## config.mk

```make
export PLATFORM = sky130hd
export DESIGN_NAME = switch_select_debounce
export DESIGN_NICKNAME = d
export VERILOG_FILES = /design/src/rtl/switch_select_debounce.sv
export SDC_FILE = /design/constraint.sdc
export NUM_CORES = 1
export LEC_CHECK = 0
export CAP_MARGIN = 15
export CORE_UTILIZATION = 35
export DETAILED_ROUTE_END_ITERATION = 8
export SYNTH_ARGS = -nofsm -noshare
export SYNTH_HDL_FRONTEND = slang
export SYNTH_SLANG_ARGS = --single-unit
```

## constraint.sdc

```tcl
create_clock -name i_Clk -period 2.2 [get_ports i_Clk]
set_input_delay 0.22 -clock i_Clk [delete_from_list [all_inputs] [get_ports i_Clk]]
set_output_delay 0.22 -clock i_Clk [all_outputs]
set_load 0.01 [all_outputs]
```

## src/rtl/switch_select_debounce.sv

```systemverilog
// Two-channel push-button conditioner: synchronise, debounce, detect presses and
// step a wrapping select register up (switch 1) or down (switch 2).
module switch_select_debounce #(
  parameter int unsigned DEBOUNCE_LIMIT = 250000,
  parameter int unsigned SEL_BITS       = 2
) (
  input  logic                i_Clk,
  input  logic                i_Rst_L,
  input  logic                i_Switch_1,
  input  logic                i_Switch_2,
  output logic                o_Switch_1_Level,
  output logic                o_Switch_2_Level,
  output logic                o_Switch_1_Press,
  output logic                o_Switch_2_Press,
  output logic [SEL_BITS-1:0] o_Sel
);

  localparam int unsigned     CntW   = (DEBOUNCE_LIMIT > 1) ? $clog2(DEBOUNCE_LIMIT) : 1;
  localparam logic [CntW-1:0] CntMax = CntW'(DEBOUNCE_LIMIT - 1);

  typedef enum logic [1:0] {
    StStableLow,
    StCountHigh,
    StStableHigh,
    StCountLow
  } db_state_e;

  logic [1:0]          raw;
  logic [1:0]          sync_meta_q;
  logic [1:0]          sync_q;
  logic [1:0]          level;
  logic [1:0]          level_prev_q;
  logic [1:0]          rise;
  logic [1:0]          press_q;
  logic [SEL_BITS-1:0] sel_q;

  assign raw = {i_Switch_2, i_Switch_1};

  always_ff @(posedge i_Clk or negedge i_Rst_L) begin
    if (!i_Rst_L) begin
      sync_meta_q <= '0;
      sync_q      <= '0;
    end else begin
      sync_meta_q <= raw;
      sync_q      <= sync_meta_q;
    end
  end

  for (genvar g = 0; g < 2; g++) begin : g_db
    db_state_e       state_q;
    logic [CntW-1:0] cnt_q;

    // cnt tracks how many consecutive edges s has disagreed with the stable level
    always_ff @(posedge i_Clk or negedge i_Rst_L) begin
      if (!i_Rst_L) begin
        state_q <= StStableLow;
        cnt_q   <= '0;
      end else begin
        case (state_q)
          StStableLow: begin
            if (sync_q[g]) begin
              state_q <= StCountHigh;
              cnt_q   <= CntW'(1);
            end else begin
              cnt_q <= '0;
            end
          end
          StCountHigh: begin
            if (!sync_q[g]) begin
              state_q <= StStableLow;
              cnt_q   <= '0;
            end else if (cnt_q == CntMax) begin
              state_q <= StStableHigh;
              cnt_q   <= '0;
            end else begin
              cnt_q <= cnt_q + CntW'(1);
            end
          end
          StStableHigh: begin
            if (!sync_q[g]) begin
              state_q <= StCountLow;
              cnt_q   <= CntW'(1);
            end else begin
              cnt_q <= '0;
            end
          end
          StCountLow: begin
            if (sync_q[g]) begin
              state_q <= StStableHigh;
              cnt_q   <= '0;
            end else if (cnt_q == CntMax) begin
              state_q <= StStableLow;
              cnt_q   <= '0;
            end else begin
              cnt_q <= cnt_q + CntW'(1);
            end
          end
          default: begin
            state_q <= StStableLow;
            cnt_q   <= '0;
          end
        endcase
      end
    end

    assign level[g] = (state_q == StStableHigh) || (state_q == StCountLow);
  end

  assign rise = level & ~level_prev_q;

  always_ff @(posedge i_Clk or negedge i_Rst_L) begin
    if (!i_Rst_L) begin
      level_prev_q <= '0;
      press_q      <= '0;
      sel_q        <= '0;
    end else begin
      level_prev_q <= level;
      press_q      <= rise;
      // Simultaneous presses cancel out
      case (rise)
        2'b01:   sel_q <= sel_q + SEL_BITS'(1);
        2'b10:   sel_q <= sel_q - SEL_BITS'(1);
        default: sel_q <= sel_q;
      endcase
    end
  end

  assign o_Switch_1_Level = level[0];
  assign o_Switch_2_Level = level[1];
  assign o_Switch_1_Press = press_q[0];
  assign o_Switch_2_Press = press_q[1];
  assign o_Sel            = sel_q;

endmodule

```

==> results.md <==
* Status: complete, no violations
* Final setup viols at 0
* Clock Path Buffers at 2
* Initial DRC count at 57
* Maxcap violations at 0
* WP data arrival at 2.21 ns
* Vias in the first global route at approximately 1600
* Starting Density at 0.366
* Sequential area share after synthesis at 0.536
* Hold-fix buffers at CTS at 0
* CTS tree: done
* Die Area at roughly 7000 um^2
* Distinct cells, synth at 36
* Clk root buf: clkbuf_8
* Fillers at 614
* Final nets at approximately 250
* Avg WL per Cell at ~13 um
* Worst hold path type: in2async
* Worst slack, placed at roughly 0.19 ns
* Nature of the critical path startpoint: flop
* Antenna violations before repair at 0
* Slew Limit Fails at 0
* Rows at 29
* Post-route cell area at approximately 2700 um^2
* Critical Setup Path Class: reg2reg
* Fraction of layout cells with a size suffix above 1 at 0.100
* RSZ-0062 raised after global routing: false
* Core area at between 6000 and 7000 um^2
* Ant diodes at 0
* Maximum vdd ir drop at 0.435 mV
* Crit end category: flop
* Tot Pwr at 1.68 mW
* GR Util All Layers at 0.129
* Critical Path RT at roughly 2.4 ns
* Leak at about 1.1 nW
* Clock Latency Late Sink at about 0.30 ns
* Fin crit share at 0.919
* Clock Sinks at 50
* Setup ws final at around 0.18 ns
* Congestion Overflow GR at 0
* Die W at between 80 and 90 um
* Clk_skew at 0.0105 ns
* Crit path max fanout at 5
* Pin count of the biggest net entering global routing at just over 50
* HPWL Detailed at approximately 2800 um
* Die height at 83.7 um
* Final Wtd Congestion at slightly below 0.8
* Finished Layout Cells at 317
* Post-Route WL at about 4000 um
* Global-route wire length before repair at ~7400 um
* Hold Fails Final Rpt at 0
* Detail Route Antenna Nets at 0
* Io pins at 10
* Syn_nets at 229
* Final Core Density at 0.418
* Detailed-route via count at between 1500 and 2000
* Count of warnings emitted by yosys at 0
* Mapped Avg Cell Area at 10.5 um^2
* DP Area at 2550 um^2
* Drt pass-1 iters at 4
* Fmax at just under 500 MHz
* Actual transition at the worst max-transition pin at between 0.6 and 0.7 ns
* Resized Gates After CTS at 0
* Worst slew margin at 0.586
* Post-synth ARST share at 1.00
* Hold slack final at approximately 0.0016 ns
* CTS Buf Count at 5
* Number of flops mapped to enable cells by yosys at 0
* Port-buffer cells at 9
* Clk slew on worst S/H paths at around 0.090 ns
* # DRC at 0
* Cell Pwr Density at roughly 630 nW/um^2
* Mapped cell area at 2340 um^2
* Min Clock Period, post-route at slightly above 2 ns
* Area grow syn2layout at 14.4%
* Via density at about 5
* Sum Neg Setup Slack at 0 ns
* Cells after synthesis at about 220
* Yosys reg bits at 50
* H-tree lvl count at 2
* # Post-CTS Setup Buffers at 0
* Prevailing post-synth register cell: dfrtp_1
* Placed cells at roughly 300
where the power goes:
group	switching, mW	internal [mW]
combinational	0.0402	0.0232
clock	0.305	0.374
sequential	0.0107	0.930
cell usage in the layout, fill, tap and decap left out, types with 2 or more instances in the layout:
cell type,n
nand2b_1,2
or4_1,2
nor4_1,12
a21oi_1,2
inv_1,9
and4_1,2
nand3_1,10
xnor2_1,26
dfrtp_1,50
nand2_1,9
buf_4,6
ha_1,3
clkdlybuf4s50_1,8
clkbuf_8,6
nor2_1,40
xor2_1,11
nand4_1,12
nor3_1,7
o31ai_1,2
sequential cells by signal, indices dropped and copies added (netlist names), named ones only:
signal        count
level_prev_q      2
o_Sel             2
g_db.cnt_q       36
sync_q            2
sync_meta_q       2
press_q           2
g_db.state_q      2
layer usage:
| metal | vias up | GRT usage | wire (um) |
|---|---|---|---|
| met1 | 754 | 0.176 | 1980 |
| met3 | 6 | 0.0297 | 111 |
| li1 | 804 | - | - |
| met5 | - | 0 | 0 |
| met2 | 18 | 0.200 | 1840 |
| met4 | 0 | 0.0478 | 44 |
synthesized netlist by cell type (2+ instances only):
cell	count	area, um^2
a21oi_1	2	10.0
nor3_1	7	35.0
xor2_1	11	96.3
and4_1	2	17.5
inv_1	9	33.8
xnor2_1	26	228
dfrtp_1	50	1250
nor4_1	12	75.1
nand2_1	9	33.8
o31ai_1	2	15.0
ha_1	3	37.5
nand4_1	12	75.1
nand2b_1	2	12.5
or4_1	2	15.0
nor2_1	40	150
buf_2	2	10.0
clkbuf_1	3	11.3
nand3_1	10	50.1
cell type report:
| class | count | area [um^2] | share of cell area |
|---|---|---|---|
| Clock buffer | 6 | 82.6 | 0.0309 |
| Clock inverter | 2 | 38.8 | 0.0145 |
| Inverter | 9 | 33.8 | 0.0126 |
| Multi-Input combinational cell | 157 | 1020 | 0.381 |
| Sequential cell | 50 | 1250 | 0.468 |
| Tap cell | 77 | 96.3 | 0.0361 |
| Timing Repair Buffer | 16 | 150 | 0.0562 |
kinds of logic after synthesis:
kind of cell	synth area share
AOI/OAI and AO/OA	0.0337
muxes	0.00964
and+or+nand+nor	0.238
buffers and inverters	0.0284
DFF	0.536
adders and majority gates	0.0161
xor gates and xnor gates	0.139
worst max-delay path, cell delays in order, from the launching register on:
cell and delay (ns):
dfrtp_1 0.43, or4b_1 0.52, or4_4 0.46, nor3_2 0.16
mux2_1 0.34
worst paths after layout:
kind / startpoint / endpoint / slack (ns) / cells past startpoint
setup / recovery: g_db[1].cnt_q[10] / flop / 0.18 / 4
hold / removal: i_Rst_L / g_db[1].cnt_q[9] / 0.002 / 2
setup reg to reg: g_db[1].cnt_q[10] / flop / 0.18 / 4
max in group asynchronous: i_Rst_L / g_db[0].cnt_q[1] / 1.77 / 2
hold reg to reg: sync_meta_q[1] / sync_q[1] / 0.36 / 0
min in group i_Clk: i_Switch_1 / sync_meta_q[0] / 0.35 / 1
No activity file was read; power rests on OpenSTA's default activity.
